### config.mk
export PLATFORM = sky130hd
export DESIGN_NAME = calc_arbiter_flat
export DESIGN_NICKNAME = d
export VERILOG_FILES = /design/src/rtl/calc_if.sv /design/src/rtl/calc_arbiter.sv /design/src/flat_wrapper.sv
export SDC_FILE = /design/constraint.sdc
export NUM_CORES = 1
export LEC_CHECK = 0
export ABC_AREA = 1
export BUFFER_PORTS_ARGS = -buffer_cell sky130_fd_sc_hd__clkbuf_2
export CAP_MARGIN = 20
export CORE_MARGIN = 3
export CORE_UTILIZATION = 43
export DETAILED_ROUTE_END_ITERATION = 7
export GPL_TIMING_DRIVEN = 0
export PLACE_DENSITY = 0.8
export SYNTH_ARGS = -nofsm -noshare
export SYNTH_HDL_FRONTEND = slang
export SYNTH_SLANG_ARGS = --single-unit
export TNS_END_PERCENT = 10
### constraint.sdc
create_clock -name clk -period 1.1 [get_ports clk]
set_input_delay 0.055 -clock clk [delete_from_list [all_inputs] [get_ports clk]]
set_output_delay 0.055 -clock clk [all_outputs]
set_load 0.005 [all_outputs]
### src/rtl/calc_if.sv
// Client, result and datapath signals between calc_arbiter and its environment.
// The err line exists only when CALC_NEGZERO_CHK_EN is defined.
interface calc_if;
    logic       req0, req1;
    logic [2:0] a0, a1, b0, b1;
    logic       op0, op1;
    logic       ack0, ack1, done0, done1;
    logic [4:0] res;
    logic       busy;
    logic [2:0] dp_a, dp_b;
    logic       dp_s;
    logic [4:0] dp_c;
`ifdef CALC_NEGZERO_CHK_EN
    logic       err;
`endif

    modport slave (
        input  req0, req1, a0, a1, b0, b1, op0, op1, dp_c,
`ifdef CALC_NEGZERO_CHK_EN
        output err,
`endif
        output ack0, ack1, done0, done1, res, busy, dp_a, dp_b, dp_s
    );

    modport master (
        output req0, req1, a0, a1, b0, b1, op0, op1, dp_c,
`ifdef CALC_NEGZERO_CHK_EN
        input  err,
`endif
        input  ack0, ack1, done0, done1, res, busy, dp_a, dp_b, dp_s
    );
endinterface

### src/rtl/calc_arbiter.sv
// Two-client arbiter/sequencer for the shared sign-magnitude add/sub datapath.
// Define CALC_NEGZERO_CHK_EN to reject negative-zero operands with an error response.
module calc_arbiter #(
    parameter int EXEC_CYCLES = 1,
    parameter bit FIXED_PRIO  = 1'b0
) (
    input logic   clk,
    input logic   rst,
    calc_if.slave bus
);
    typedef enum logic [1:0] {IDLE, EXEC, RESP} state_t;
    typedef struct packed {
        logic [2:0] a;
        logic [2:0] b;
        logic       op;
    } calc_req_t;

    localparam logic [3:0] CNT_INIT = 4'(EXEC_CYCLES - 1);

    state_t          state_q, state_d;
    logic [3:0]      cnt_q, cnt_d;
    logic [1:0]      req_v;
    calc_req_t [1:0] req_pl;
    calc_req_t       sel;
    logic            win, rr_ptr, gnt_q;
    logic            grant, capture, finish, reject;
    logic [1:0]      ack_q, done_q;
    logic [4:0]      res_q;
    logic [2:0]      dp_a_q, dp_b_q;
    logic            dp_s_q;

    assign req_v     = {bus.req1, bus.req0};
    assign req_pl[0] = {bus.a0, bus.b0, bus.op0};
    assign req_pl[1] = {bus.a1, bus.b1, bus.op1};
    assign sel       = req_pl[win];

    // Ties go to rr_ptr in round-robin mode, to client 0 in fixed mode.
    always_comb begin
        win = 1'b0;
        if (req_v == 2'b10)
            win = 1'b1;
        else if (req_v == 2'b11 && !FIXED_PRIO)
            win = rr_ptr;
    end

`ifdef CALC_NEGZERO_CHK_EN
    logic rej_q, err_q;
    assign reject  = (sel.a == 3'b100) || (sel.b == 3'b100);
    assign bus.err = err_q;
`else
    assign reject = 1'b0;
`endif

    always_ff @(posedge clk or posedge rst) begin
        if (rst) begin
            state_q <= IDLE;
            cnt_q   <= '0;
        end else begin
            state_q <= state_d;
            cnt_q   <= cnt_d;
        end
    end

    always_comb begin
        state_d = state_q;
        cnt_d   = cnt_q;
        grant   = 1'b0;
        capture = 1'b0;
        finish  = 1'b0;
        case (state_q)
            IDLE: if (|req_v) begin
                grant   = 1'b1;
                cnt_d   = CNT_INIT;
                state_d = reject ? RESP : EXEC;
            end
            EXEC: if (cnt_q != 4'd0) begin
                cnt_d = cnt_q - 4'd1;
            end else begin
                capture = 1'b1;
                state_d = RESP;
            end
            RESP: begin
                finish  = 1'b1;
                state_d = IDLE;
            end
            default: state_d = IDLE;
        endcase
    end

    always_ff @(posedge clk or posedge rst) begin
        if (rst) begin
            ack_q  <= '0;
            done_q <= '0;
            res_q  <= '0;
            dp_a_q <= '0;
            dp_b_q <= '0;
            dp_s_q <= 1'b0;
            rr_ptr <= 1'b0;
            gnt_q  <= 1'b0;
`ifdef CALC_NEGZERO_CHK_EN
            rej_q  <= 1'b0;
            err_q  <= 1'b0;
`endif
        end else begin
            ack_q  <= '0;
            done_q <= '0;
`ifdef CALC_NEGZERO_CHK_EN
            err_q  <= finish & rej_q;
`endif
            if (grant) begin
                ack_q[win] <= 1'b1;
                gnt_q      <= win;
                if (req_v == 2'b11 && !FIXED_PRIO)
                    rr_ptr <= ~rr_ptr;
`ifdef CALC_NEGZERO_CHK_EN
                rej_q <= reject;
`endif
                // A rejected operand leaves the datapath registers untouched.
                if (reject) begin
                    res_q <= 5'b11111;
                end else begin
                    dp_a_q <= sel.a;
                    dp_b_q <= sel.b;
                    dp_s_q <= sel.op;
                end
            end
            if (capture)
                res_q <= bus.dp_c;
            if (finish)
                done_q[gnt_q] <= 1'b1;
        end
    end

    // busy spans the done cycle so it covers the whole operation from ack to done.
    assign bus.busy  = (state_q != IDLE) || (done_q != 2'b00);
    assign bus.ack0  = ack_q[0];
    assign bus.ack1  = ack_q[1];
    assign bus.done0 = done_q[0];
    assign bus.done1 = done_q[1];
    assign bus.res   = res_q;
    assign bus.dp_a  = dp_a_q;
    assign bus.dp_b  = dp_b_q;
    assign bus.dp_s  = dp_s_q;
endmodule
### src/flat_wrapper.sv
// flat-port wrapper written by rule: the top's interface ports become plain ports
module calc_arbiter_flat 
#(
    parameter int EXEC_CYCLES = 1,
    parameter bit FIXED_PRIO  = 1'b0
)
  (clk, rst, bus_req0, bus_req1, bus_a0, bus_a1, bus_b0, bus_b1, bus_op0, bus_op1, bus_dp_c, bus_ack0, bus_ack1, bus_done0, bus_done1, bus_res, bus_busy, bus_dp_a, bus_dp_b, bus_dp_s);
  calc_if bus_i ();
  input logic clk;
  input logic rst;
  input wire logic [$bits(bus_i.req0)-1:0] bus_req0;
  input wire logic [$bits(bus_i.req1)-1:0] bus_req1;
  input wire logic [$bits(bus_i.a0)-1:0] bus_a0;
  input wire logic [$bits(bus_i.a1)-1:0] bus_a1;
  input wire logic [$bits(bus_i.b0)-1:0] bus_b0;
  input wire logic [$bits(bus_i.b1)-1:0] bus_b1;
  input wire logic [$bits(bus_i.op0)-1:0] bus_op0;
  input wire logic [$bits(bus_i.op1)-1:0] bus_op1;
  input wire logic [$bits(bus_i.dp_c)-1:0] bus_dp_c;
  output wire logic [$bits(bus_i.ack0)-1:0] bus_ack0;
  output wire logic [$bits(bus_i.ack1)-1:0] bus_ack1;
  output wire logic [$bits(bus_i.done0)-1:0] bus_done0;
  output wire logic [$bits(bus_i.done1)-1:0] bus_done1;
  output wire logic [$bits(bus_i.res)-1:0] bus_res;
  output wire logic [$bits(bus_i.busy)-1:0] bus_busy;
  output wire logic [$bits(bus_i.dp_a)-1:0] bus_dp_a;
  output wire logic [$bits(bus_i.dp_b)-1:0] bus_dp_b;
  output wire logic [$bits(bus_i.dp_s)-1:0] bus_dp_s;
  assign bus_i.req0 = bus_req0;
  assign bus_i.req1 = bus_req1;
  assign bus_i.a0 = bus_a0;
  assign bus_i.a1 = bus_a1;
  assign bus_i.b0 = bus_b0;
  assign bus_i.b1 = bus_b1;
  assign bus_i.op0 = bus_op0;
  assign bus_i.op1 = bus_op1;
  assign bus_i.dp_c = bus_dp_c;
  assign bus_ack0 = bus_i.ack0;
  assign bus_ack1 = bus_i.ack1;
  assign bus_done0 = bus_i.done0;
  assign bus_done1 = bus_i.done1;
  assign bus_res = bus_i.res;
  assign bus_busy = bus_i.busy;
  assign bus_dp_a = bus_i.dp_a;
  assign bus_dp_b = bus_i.dp_b;
  assign bus_dp_s = bus_i.dp_s;
  calc_arbiter #(.EXEC_CYCLES(EXEC_CYCLES), .FIXED_PRIO(FIXED_PRIO)) u_core (.clk(clk), .rst(rst), .bus(bus_i));
endmodule
==> metrics.cfg <==
[drt]
routed_wl_um = 3211
wl_per_cell_um = 15.44
drc = 0
vias_per_cell = 5.245
dr.pass1.iters = 4
initialDrtViolationCount = 52
vias = 1091
ant_nets = 0

[floorplanning]
die_w_um = 56.58
die_y_um = 56.58
placementRows = 17
ios = 40
core_sq_um = 2318
initial_core_util_pct = 47.44
dieArea_sq_um = 3201

[outcome]
violations = hold timing, setup timing
status = complete, but fails checks

[clock_tree]
cts_buffers = 3
cts_tree = done
cts_buffer_depth = 2
cts-root-buf = clkbuf_4
worst_skew_pair.late_latency_ps = 310
postCtsHoldBufs = 19
htreeDepth = 1
cts.clk_slew.worst_paths_ps = 120
cts_sinks = 24

[logic_synthesis]
synth.top_cell.area_share_pct = 54.61
synth_warnings = 0
yosysTopAreaCell = dfrtp_1
synthCells = 113
netlist_area_sq_um = 1100
synth_top_family_by_area = simple AND/OR/NAND/NOR gates
synth.avg_cell_area_sq_um = 9.733
synth.top_cells.by_area = dfrtp_1 (55%), nand2_1 (10%), nand3_1 (5.5%), o21ai_2 (4.0%), inv_1 (3.8%)
synthDistinctLibCells = 22
synthSimpleGateAreaFrac_pct = 26.39
synth-compound-area-share_pct = 8.987
synth_xor_area_share_pct = 1.593
syn_nets = 138
ys_seq_area_share_pct = 54.61
ys_ff_latch = 24
synth_mux_area_share_pct = 0
synthAdderAreaFrac_pct = 2.275

[pwr]
peakVddDrop_mv = 1.945
powerDensity_nw_per_um2 = 2562
leakagePower_nw = 0.8624
power_mw = 4.260

[timing]
finalHoldViolCount = 24
setup_viol_count_final = 19
fin_hold_ws_ps = -111.1
fmax_mhz = 789.4
skew_ps = 8.387
finalSetupTns_ps = -1968
maxSlewHeadroom_pct = 41.27
rsz0062_at_grt = yes
post-route-min-period_ps = 1267
fin_crit_sh_pct = 115.2
fin_ws_ps = -166.7
max_slew.worst_pin.slew_ps = 879.9
slew_violations = 0

[place]
gp_congestion = 0.7733
pre_cts_slack_ps = -250.8
portBuffers = 39
placed_cell_area_sq_um = 1345
dp_cells = 180
hpwl_um = 1846

[setup_path]
required_ps = 1350
worst_r2r_startpoint = u_core.state_q[0]$_DFFE_PP0P_
r2r_cells = 5
critPathKind = reg2reg
slowest_delay_ps = 460
crit_start = u_core.state_q[0]$_DFFE_PP0P_
reg2reg_to = u_core.bus.dp_b[2]$_DFFE_PP0P_
critPathTopFamily = simple AND/OR/NAND/NOR gates
setup.worst_path.end_class = flip-flop
cp.buffers_inverters = 0
worstSetupStartpointType = flip-flop
r2r_setup_slack_ps = -170
cp_cell_sequence = nor2_4 -> nand2_4 -> a21oi_4 -> nand2_1 -> nand3_2
slowest_stage = dfrtp_1
crit_fanout = 5
cp.arrival_ps = 1510

[layout]
final_layout_size_suffix_gt1_share_pct = 45.56
syn2layout_area_growth_pct = 51.19
stdcell_area_sq_um = 1663
insertedDiodeCount = 0
fin_nets = 207
finalNonFillerCells = 208
final_common_cell = clkbuf_2
utilization_pct = 71.72
layout.cells.most_common_list = clkbuf_2 (39), nand2_1 (25), dfrtp_1 (23)
nFillCells = 158

[grt]
gr-usage-met3_pct = 5.747
grt_util_met1_pct = 21.52
antenna_found_initial = 0
overflow = 0
track_usage_pct = 22.12
grt_pass1_wl_um = 5368
grt_pass1_vias = 1207
grt_max_degree = 25
use_met2_pct = 42.08
gr-max-usage-layer = met2

[hold_path]
hold_class = in2async

[flow_run]
cap_violations = 0

## how the worst max path moves through the flow
stage	endpoint	slack [ps]	cells after the start
2_1_floorplan	u_core.bus.res[1]$_DFFE_PP0P_	-100	7
3_3_place_gp	u_core.bus.res[1]$_DFFE_PP0P_	-200	7
3_5_place_dp	u_core.bus.res[1]$_DFFE_PP0P_	-250	7
4_1_cts	bus_busy	-130	3
5_1_grt	u_core.bus.dp_a[1]$_DFFE_PP0P_	-250	5
6_report	u_core.bus.dp_b[2]$_DFFE_PP0P_	-170	5
## cell usage after synthesis (all sizes together)
library cell,instances
inv,12
ha,2
nand2,35
and3,1
xor2,2
nor3,2
a21o,1
nor2,8
dfrtp,24
nand3,12
a21oi,2
nand4,1
buf,2
o21ai,8
nand3b,1
## logic make-up (layout without fill, tap and decap cells)
| logic type | Yosys count | in the layout |
|---|---|---|
| compound gates | 11 | 12 |
| xor+xnor | 2 | 2 |
| fa+ha+maj | 2 | 2 |
| buf+inv | 14 | 80 |
| flops | 24 | 24 |
| simple gates | 60 | 60 |
## where the power goes
group          total [mW]  switching [mW]  internal [mW]
clock               0.368           0.240          0.128
combinational        2.32            1.30           1.03
sequential           1.57           0.295           1.27
## routing by layer
| layer | routed length [um] | vias to the layer above | share of wire, % |
|---|---|---|---|
| met5 | 0 | - | 0 |
| met4 | 165 | 0 | 5.1 |
| met3 | 191 | 16 | 5.9 |
| met2 | 1789 | 53 | 56 |
| met1 | 1065 | 523 | 33 |
| li1 | - | 499 | - |
## final cells by class
type | instances | area (sq um) | share of cell area [%]
Tap cell | 28 | 35.03 | 2.107
Clock buffer | 3 | 22.52 | 1.354
Timing Repair Buffer | 63 | 426.7 | 25.66
Sequential cell | 24 | 601.8 | 36.19
Inverter | 12 | 45.04 | 2.709
Buffer | 2 | 22.52 | 1.354
Multi-Input combinational cell | 76 | 509.2 | 30.62
## sequential cells by signal (all words and copies together), names as in the netlist
signal	flops
u_core.ack_q	2
u_core.bus.dp_a	3
u_core.bus.dp_b	3
u_core.bus.dp_s	1
u_core.bus.res	5
u_core.cnt_q	4
u_core.done_q	2
u_core.gnt_q	1
u_core.rr_ptr	1
u_core.state_q	2
## repair_timing
action	CTS	global route
cloned	2	0
setup endpoints to repair	19	20
gates resized for setup	9	7
endpoints found under the hold margin	36	24
pin swaps	3	11
setup buffers	4	0
No activity file was read; power rests on OpenSTA's default activity.
